--- src/rtl/pipe_hazard_ctrl_pkg.sv ---
// Shared definitions for the pipeline hazard controller.
// Contents: stage index constants for the 6-stage pipeline (PC, IF, ID, EX, MEM, WB),
//           the controller state encoding, and a helper that builds a
//           "stall from stage k" mask (bits [k:0] set).
package pipe_hazard_ctrl_pkg;

  // Default stall bus width and stage positions on that bus.
  localparam int unsigned STALL_W_DEF = 6;
  localparam int unsigned PC_STAGE    = 0;
  localparam int unsigned IF_STAGE    = 1;
  localparam int unsigned ID_STAGE    = 2;
  localparam int unsigned EX_STAGE    = 3;
  localparam int unsigned MEM_STAGE   = 4;
  localparam int unsigned WB_STAGE    = 5;

  typedef enum logic [1:0] {
    ST_IDLE  = 2'd0,
    ST_MULTI = 2'd1,
    ST_FLUSH = 2'd2
  } state_e;

  // Stall from stage k: freeze stage k and everything upstream of it.
  function automatic logic [63:0] stall_mask(input int unsigned k);
    stall_mask = (64'd1 << (k + 1)) - 64'd1;
  endfunction

endpackage

--- src/rtl/pipe_ctrl_cnt.sv ---
// Loadable down-counter shared by the multi-cycle length and the flush window.
// Ports:
//   clk, rst        - clock, synchronous active-high reset
//   clear           - force counter to 0 (highest priority)
//   load, load_val  - load a new count
//   dec             - decrement by one; holds at 0, never wraps
//   zero_c, one_c   - combinational decodes of the current count
module pipe_ctrl_cnt #(
  parameter int unsigned W = 6
) (
  input  logic         clk,
  input  logic         rst,
  input  logic         clear,
  input  logic         load,
  input  logic [W-1:0] load_val,
  input  logic         dec,
  output logic         zero_c,
  output logic         one_c
);

  logic [W-1:0] cnt;

  // Count register: clear > load > decrement.
  always_ff @(posedge clk) begin
    if (rst) begin
      cnt <= '0;
    end else if (clear) begin
      cnt <= '0;
    end else if (load) begin
      cnt <= load_val;
    end else if (dec && (cnt != '0)) begin
      cnt <= cnt - W'(1);
    end
  end

  assign zero_c = (cnt == '0);
  assign one_c  = (cnt == W'(1));

endmodule

--- src/rtl/pipe_hazard_ctrl.sv ---
// Pipeline hazard controller: arbitrates ID load-use stalls, EX multi-cycle
// stalls and registered flushes with a redirect PC.
// Ports:
//   clk, rst           - clock, synchronous active-high reset
//   stallreq_for_load  - load-use hazard in ID (level)
//   multi_start        - EX starts a multi-cycle op (pulse), multi_len sampled with it
//   flush_req          - flush request (pulse), flush_pc sampled with it
//   stall              - stall vector, combinational from state and current inputs
//   flush, new_pc      - registered pipeline kill and redirect target
//   busy               - registered, high while not IDLE
//   stall_cycles       - stall cycle counter (only with PIPE_CTRL_PERF_EN, else 0)
//   flush_count        - flush event counter (only with PIPE_CTRL_PERF_EN, else 0)
// Build option: define PIPE_CTRL_PERF_EN to synthesise the performance counters.
module pipe_hazard_ctrl
  import pipe_hazard_ctrl_pkg::*;
#(
  parameter int unsigned STALL_W      = STALL_W_DEF,
  parameter int unsigned ID_IDX       = ID_STAGE,
  parameter int unsigned EX_IDX       = EX_STAGE,
  parameter int unsigned CNT_W        = 6,
  parameter int unsigned FLUSH_CYCLES = 1,
  parameter int unsigned PC_W         = 32
) (
  input  logic               clk,
  input  logic               rst,
  input  logic               stallreq_for_load,
  input  logic               multi_start,
  input  logic [CNT_W-1:0]   multi_len,
  input  logic               flush_req,
  input  logic [PC_W-1:0]    flush_pc,
  output logic [STALL_W-1:0] stall,
  output logic               flush,
  output logic [PC_W-1:0]    new_pc,
  output logic               busy,
  output logic [31:0]        stall_cycles,
  output logic [31:0]        flush_count
);

  localparam logic [STALL_W-1:0] LOAD_MASK  = STALL_W'(stall_mask(ID_IDX));
  localparam logic [STALL_W-1:0] EX_MASK    = STALL_W'(stall_mask(EX_IDX));
  localparam logic [CNT_W-1:0]   FLUSH_LOAD = CNT_W'(FLUSH_CYCLES - 1);

  state_e             state;
  state_e             next_state;
  logic               flush_start;
  logic               cnt_clear;
  logic               cnt_load;
  logic [CNT_W-1:0]   cnt_val;
  logic               cnt_dec;
  logic               cnt_zero;
  logic               cnt_one;

  pipe_ctrl_cnt #(
    .W (CNT_W)
  ) u_cnt (
    .clk      (clk),
    .rst      (rst),
    .clear    (cnt_clear),
    .load     (cnt_load),
    .load_val (cnt_val),
    .dec      (cnt_dec),
    .zero_c   (cnt_zero),
    .one_c    (cnt_one)
  );

  // Arbitration: next state, stall vector and counter control.
  always_comb begin
    next_state  = state;
    stall       = '0;
    flush_start = 1'b0;
    cnt_load    = 1'b0;
    cnt_val     = '0;
    cnt_dec     = 1'b0;
    unique case (state)
      ST_IDLE: begin
        if (flush_req) begin
          next_state  = ST_FLUSH;
          flush_start = 1'b1;
        end else if (multi_start && (multi_len != '0)) begin
          // The start cycle is the first of multi_len stall cycles.
          stall    = EX_MASK;
          cnt_load = 1'b1;
          cnt_val  = multi_len - CNT_W'(1);
          if (multi_len > CNT_W'(1)) next_state = ST_MULTI;
        end else if (stallreq_for_load) begin
          stall = LOAD_MASK;
        end
      end
      ST_MULTI: begin
        if (flush_req) begin
          next_state  = ST_FLUSH;
          flush_start = 1'b1;
        end else begin
          stall   = EX_MASK;
          cnt_dec = 1'b1;
          if (cnt_one) next_state = ST_IDLE;
        end
      end
      ST_FLUSH: begin
        if (flush_req) begin
          flush_start = 1'b1;
        end else if (cnt_zero) begin
          next_state = ST_IDLE;
        end else begin
          cnt_dec = 1'b1;
        end
      end
      default: next_state = ST_IDLE;
    endcase
    // A new flush (re)starts the window; any pending multi count is dropped.
    if (flush_start) begin
      cnt_load = 1'b1;
      cnt_val  = FLUSH_LOAD;
    end
    // No stall leaks out while reset is being applied.
    if (rst) stall = '0;
  end

  // Keep the counter at 0 whenever the controller returns to IDLE.
  assign cnt_clear = (next_state == ST_IDLE) && (state != ST_IDLE);

  // State and registered outputs.
  always_ff @(posedge clk) begin
    if (rst) begin
      state  <= ST_IDLE;
      flush  <= 1'b0;
      new_pc <= '0;
      busy   <= 1'b0;
    end else begin
      state <= next_state;
      flush <= (next_state == ST_FLUSH);
      busy  <= (next_state != ST_IDLE);
      if (flush_start) new_pc <= flush_pc;
    end
  end

`ifdef PIPE_CTRL_PERF_EN
  // Saturating performance counters; a flush event is a rise or a restart.
  always_ff @(posedge clk) begin
    if (rst) begin
      stall_cycles <= '0;
      flush_count  <= '0;
    end else begin
      if ((stall != '0) && (stall_cycles != 32'hFFFF_FFFF))
        stall_cycles <= stall_cycles + 32'd1;
      if (flush_start && (flush_count != 32'hFFFF_FFFF))
        flush_count <= flush_count + 32'd1;
    end
  end
`else
  assign stall_cycles = '0;
  assign flush_count  = '0;
`endif

endmodule

--- config.mk ---
export PLATFORM = sky130hd
export DESIGN_NAME = pipe_hazard_ctrl
export DESIGN_NICKNAME = d
export VERILOG_FILES = /design/src/rtl/pipe_hazard_ctrl_pkg.sv /design/src/rtl/pipe_ctrl_cnt.sv /design/src/rtl/pipe_hazard_ctrl.sv
export SDC_FILE = /design/constraint.sdc
export NUM_CORES = 1
export LEC_CHECK = 0
export ABC_CLOCK_PERIOD_IN_PS = 2300
export BUFFER_PORTS_ARGS = -buffer_cell sky130_fd_sc_hd__buf_2
export CAP_MARGIN = 10
export CORE_MARGIN = 1
export CORE_UTILIZATION = 44
export DETAILED_ROUTE_END_ITERATION = 8
export PLACE_DENSITY = 0.83
export SYNTH_ARGS = -nofsm -noshare
export SYNTH_HDL_FRONTEND = slang
export SYNTH_SLANG_ARGS = --single-unit
--- constraint.sdc ---
create_clock -name clk -period 2.3 [get_ports clk]
set_input_delay 0.115 -clock clk [delete_from_list [all_inputs] [get_ports clk]]
set_output_delay 0.115 -clock clk [all_outputs]
set_load 0.02 [all_outputs]
Yosys cells after proc, flatten, opt, wreduce, memory -nomap -nowiden --
Index checks and enable logic that the tools add are counted.
Storage, ports and cells: register bits 42, input bits 43, output and inout bits 104, logic and storage cells 55
Operators by class: add/sub/neg operators 2, $lt $le $gt $ge 1, equal/unequal tests 4, muxes and demuxes 30, reduce and logical (&&, ||, !) cells 13
Operators by type and width (number):
- $mux 6 | 7
- $mux 2 | 7
- $mux 4 | 3
- $reduce_bool 6->1 | 2
- $sub 6x1->6 const B | 2
- $mux 1 | 9
- $pmux 4 s2 | 1
- $eq 6x1->1 const B | 1
- $gt 6x1->1 const B | 1
- $logic_not 6->1 | 1
- $pmux 2 s3 | 1
- $reduce_bool 2->1 | 3
- $eq 2x2->1 const B | 2
- $logic_not 2->1 | 2
- $logic_and 1x1->1 | 3
- $mux 3 | 1
- $reduce_or 3->1 | 1
- $eq 2x1->1 const B | 1
- $pmux 1 s2 | 1
- $reduce_or 2->1 | 1

Logic depth before layout (Yosys ltp) --
depth after elaboration 8, mapped depth 7, depth with buffers taken out 7

Hierarchy --
Synthesis repeated with hierarchy kept, for this count alone.
Unflattened totals: cells, all modules 323, area total of the unflattened synthesis 2588.7 µm²
By module, submodules not included:
- pipe_hazard_ctrl | instances 1, cells an instance 276, area an instance 2143.3 µm², sequential area each 720.7 µm²
- pipe_ctrl_cnt | instances 1, cells an instance 47, area an instance 445.4 µm², sequential area each 120.1 µm²

Worst setup path before layout --
OpenSTA, ideal clock, no wires.
path type register -> output, start reg state[1], end out stall[1], data arrival time 1856 ps, required time 2185 ps, setup slack 329 ps, stages on the path, launching flop included 8, path buffers 1, path through dfxtp_1 -> inv_1 -> ha_1 -> nand3b_1 -> a21o_1 -> a21oi_1 -> a41o_1 -> buf_4
Between the ends: longest elaborated chain between the ends 3, elaborated cells between the ends (all ways) 4, classes of those cells eq/ne (1); mux (2); reduce/logical (1)
RTL lines:
- start: declaration | line pipe_hazard_ctrl.sv:43 | state_e state;
- start signal: assignment | line pipe_hazard_ctrl.sv:130 | state <= next_state;
- $eq 2x1->1 or $logic_not 2->1 (tied branches) | line pipe_hazard_ctrl.sv:74 | unique case (state)
- $pmux 4 s2 * | line pipe_hazard_ctrl.sv:74
- $mux 6 * | line pipe_hazard_ctrl.sv:116 | if (rst) stall = '0;
- end: declaration | line pipe_hazard_ctrl.sv:31 | output logic [STALL_W-1:0] stall,
Every way passes the cells marked *; elsewhere a longest branch is shown, timed or not.

Worst setup path after layout --
start reg state[0], end out stall[1]
Same word-level chain as after synthesis.

==> impl_metrics.env <==
export IMPL_status="completed"
export IMPL_area_delta_synth_final_pct=12.8
export IMPL_hp_class="in -> reg"
export IMPL_fillers=512
export IMPL_r2r_start="state[0]$_SDFF_PP0_"
export IMPL_r2r_slack_ns=0.22
export IMPL_ys_ff_latch=42
export IMPL_grt_max_degree=35
export IMPL_grt_antenna_before_repair=0
export IMPL_fin_skew_ns=0.00369
export IMPL_min_period_over_period_pct=91.2
export IMPL_crit_slowest_cell="dfxtp_1"
export IMPL_max_stage_delay_ns=0.35
export IMPL_die_height_um=76.9
export IMPL_crit_buf_inv=2
export IMPL_yosys_top_cells_count="buf_4 (68), nand2_1 (68), dfxtp_1 (42)"
export IMPL_postSynthCellCount=312
export IMPL_htreeDepth=2
export IMPL_vias=2080
export IMPL_hold_viol=0
export IMPL_r2r_end="u_cnt.cnt[2]$_SDFFE_PP0P_"
export IMPL_crit_fanout=8
export IMPL_slew_headroom_pct=62.8
export IMPL_timing_fmax_mhz=477
export IMPL_setup_viol=0
export IMPL_portBuffers=80
export IMPL_rsz0062_at_grt="no"
export IMPL_drtPass1Iterations=6
export IMPL_period_minus_slack_ns=2.10
export IMPL_peakVddDrop_mv=0.366
export IMPL_reg2reg_depth=7
export IMPL_synth_distinct_cells=37
export IMPL_worstPathArrival_ns=1.98
export IMPL_track_usage_pct=17.3
export IMPL_min_path_cells=3
export IMPL_cts_resized=0
export IMPL_synth_edff_count=0
export IMPL_drt_iter0_drc=85
export IMPL_cp_end_kind="primary output"
export IMPL_yosys_warnings=0
export IMPL_power_per_cell_area_nw_per_um2=656
export IMPL_leakagePower_nw=1.39
export IMPL_clk_path_buf_depth=2
export IMPL_place_congestion=0.839
export IMPL_synth_main_ff_cell="dfxtp_1"
export IMPL_synth_area_leader_cell="dfxtp_1"
export IMPL_grt_pass1_vias=1899
export IMPL_diodes=0
export IMPL_routed_wl_mm=5.01
export IMPL_utilization_pct=52.9
export IMPL_row_count=26
export IMPL_syn_area_um2=2470
export IMPL_cts_tree="built"
export IMPL_critPathTopFamily="compound AO/OA/AOI/OAI gates"
export IMPL_design_die_area_um2=5920
export IMPL_grt_overflow=0
export IMPL_worstMarginPinSlew_ns=0.555
export IMPL_fin_cells=459
export IMPL_worstHoldStart="flush_pc[8]"
export IMPL_numCtsBuffers=5
export IMPL_worstPathCellList="inv_1 > ha_1 > nand3b_1 > a21o_2 > a21oi_1 > a41o_1 > buf_2"
export IMPL_netlist_top_cells_area="dfxtp_1 (34%), buf_4 (21%), nand2_1 (10%)"
export IMPL_root_buffer="clkbuf_8"
export IMPL_place_inst=451
export IMPL_initial_core_util_pct=46.9
export IMPL_clock_latency_ns=0.28
export IMPL_cts_setup_buffers=0
export IMPL_worst_setup_path_start_kind="register"
export IMPL_clock_sinks=42
export IMPL_place_hpwl_mm=3.74
export IMPL_critPathKind="reg -> out"
export IMPL_hold_path_end="new_pc[8]$_SDFFE_PP0P_"
export IMPL_drcViolationCount=0
export IMPL_slew_violations=0
export IMPL_synthArstFlopShare_pct=0
export IMPL_wire_per_inst_um=10.9
export IMPL_worst_ep_required_time_ns=2.18
export IMPL_grt_pass1_wl_mm=8.32
export IMPL_avgSynthCellArea_um2=7.92
export IMPL_yosysSeqAreaShare_pct=34.0
export IMPL_clkTransAtPathRegs_ns=0.08
export IMPL_vias_per_cell=4.53
export IMPL_die_x_um=76.9
export IMPL_holdBufCountCts=0
export IMPL_drive_gt1_share_pct=25.4
export IMPL_final_nets=440
export IMPL_core_area_um2=5270
export IMPL_drtAntennaViolNets=0
export IMPL_ios=147
export IMPL_final_setup_tns_ns=0
export IMPL_synth_top_area_share_pct=34.0
export IMPL_maxCapViolations=0
[worst max path at each step]
stage / from / endpoint / slack [ns] / depth (start not counted)
after floorplan: state[1]$_SDFF_PP0_ / stall[1] / 0.33 / 7
after global placement: state[1]$_SDFF_PP0_ / u_cnt.cnt[2]$_SDFFE_PP0P_ / 0.38 / 7
after detailed placement: state[1]$_SDFF_PP0_ / u_cnt.cnt[2]$_SDFFE_PP0P_ / 0.26 / 7
after CTS: state[1]$_SDFF_PP0_ / stall[1] / 0.13 / 7
after global routing: state[0]$_SDFF_PP0_ / stall[1] / 0.06 / 7
final: state[0]$_SDFF_PP0_ / stall[1] / 0.20 / 7
[state kept, by name, summed over array words and instances, names as in the netlist]
name / count
new_pc: 32
flush: 1
state: 2
busy: 1
u_cnt.cnt: 6
[cell type report]
class	instances	area (µm²)	area share (%)
inverter	13	48.8	1.75
clock inverter	2	37.5	1.35
clock buffer	6	72.6	2.60
multi-input combinational	243	1280	45.8
sequential	42	841	30.2
tap	70	87.6	3.14
timing repair buffer	83	423	15.2
[layout by cell type, fill, tap and decap left out, types with 2 or more instances in the layout]
cell type / n
a211oi_1: 3
nor2_1: 8
buf_2: 80
nor3_1: 3
o22ai_1: 5
conb_1: 66
dfxtp_1: 42
buf_4: 3
inv_1: 13
xnor2_1: 6
clkbuf_8: 5
ha_1: 9
o21a_1: 3
nand2_1: 68
nor2b_1: 2
a21oi_1: 37
nand2b_1: 5
a2111oi_2: 2
nor3b_1: 2
and2_1: 4
[kinds of logic after synthesis]
family,after synthesis,synth area share [%]
flops,42,34.0
compound gates,62,16.3
fa+ha+maj,9,4.56
other cells,1,0.152
simple gates,99,18.1
buf+inv,92,24.3
xor+xnor,7,2.48
[metal layers]
metal	routed length [µm]	GRT usage, %
met5	0	0
met4	101	8.65
met3	357	3.81
met2	2520	30.3
met1	2040	19.6
[through the flow]
step           setup slack, ns  instance area (µm²)  hold WS [ns]  total power [mW]
2_1_floorplan            0.329                 2710         0.251              1.23
3_3_place_gp             0.384                 2680         0.355              1.26
3_5_place_dp             0.264                 2680         0.360              1.27
4_1_cts                  0.134                 2790        0.0435              1.84
5_1_grt                 0.0575                 2790        0.0493              1.92
6_report                 0.203                 2790        0.0534              1.83
[report_power, final]
group	internal (mW)	leakage, nW	total, mW	switching (mW)
Sequential	0.773	0.346	0.802	0.0292
Clock	0.324	0.0514	0.574	0.250
Combinational	0.137	0.990	0.452	0.315
[worst min-delay path: cells and delay by family]
kind                   cells  cell delay, ns
buffers and inverters      1            0.09
AND/OR/NAND/NOR            1            0.04
AO/OA/AOI/OAI              1            0.05
Power figures use the tool's default switching activity.
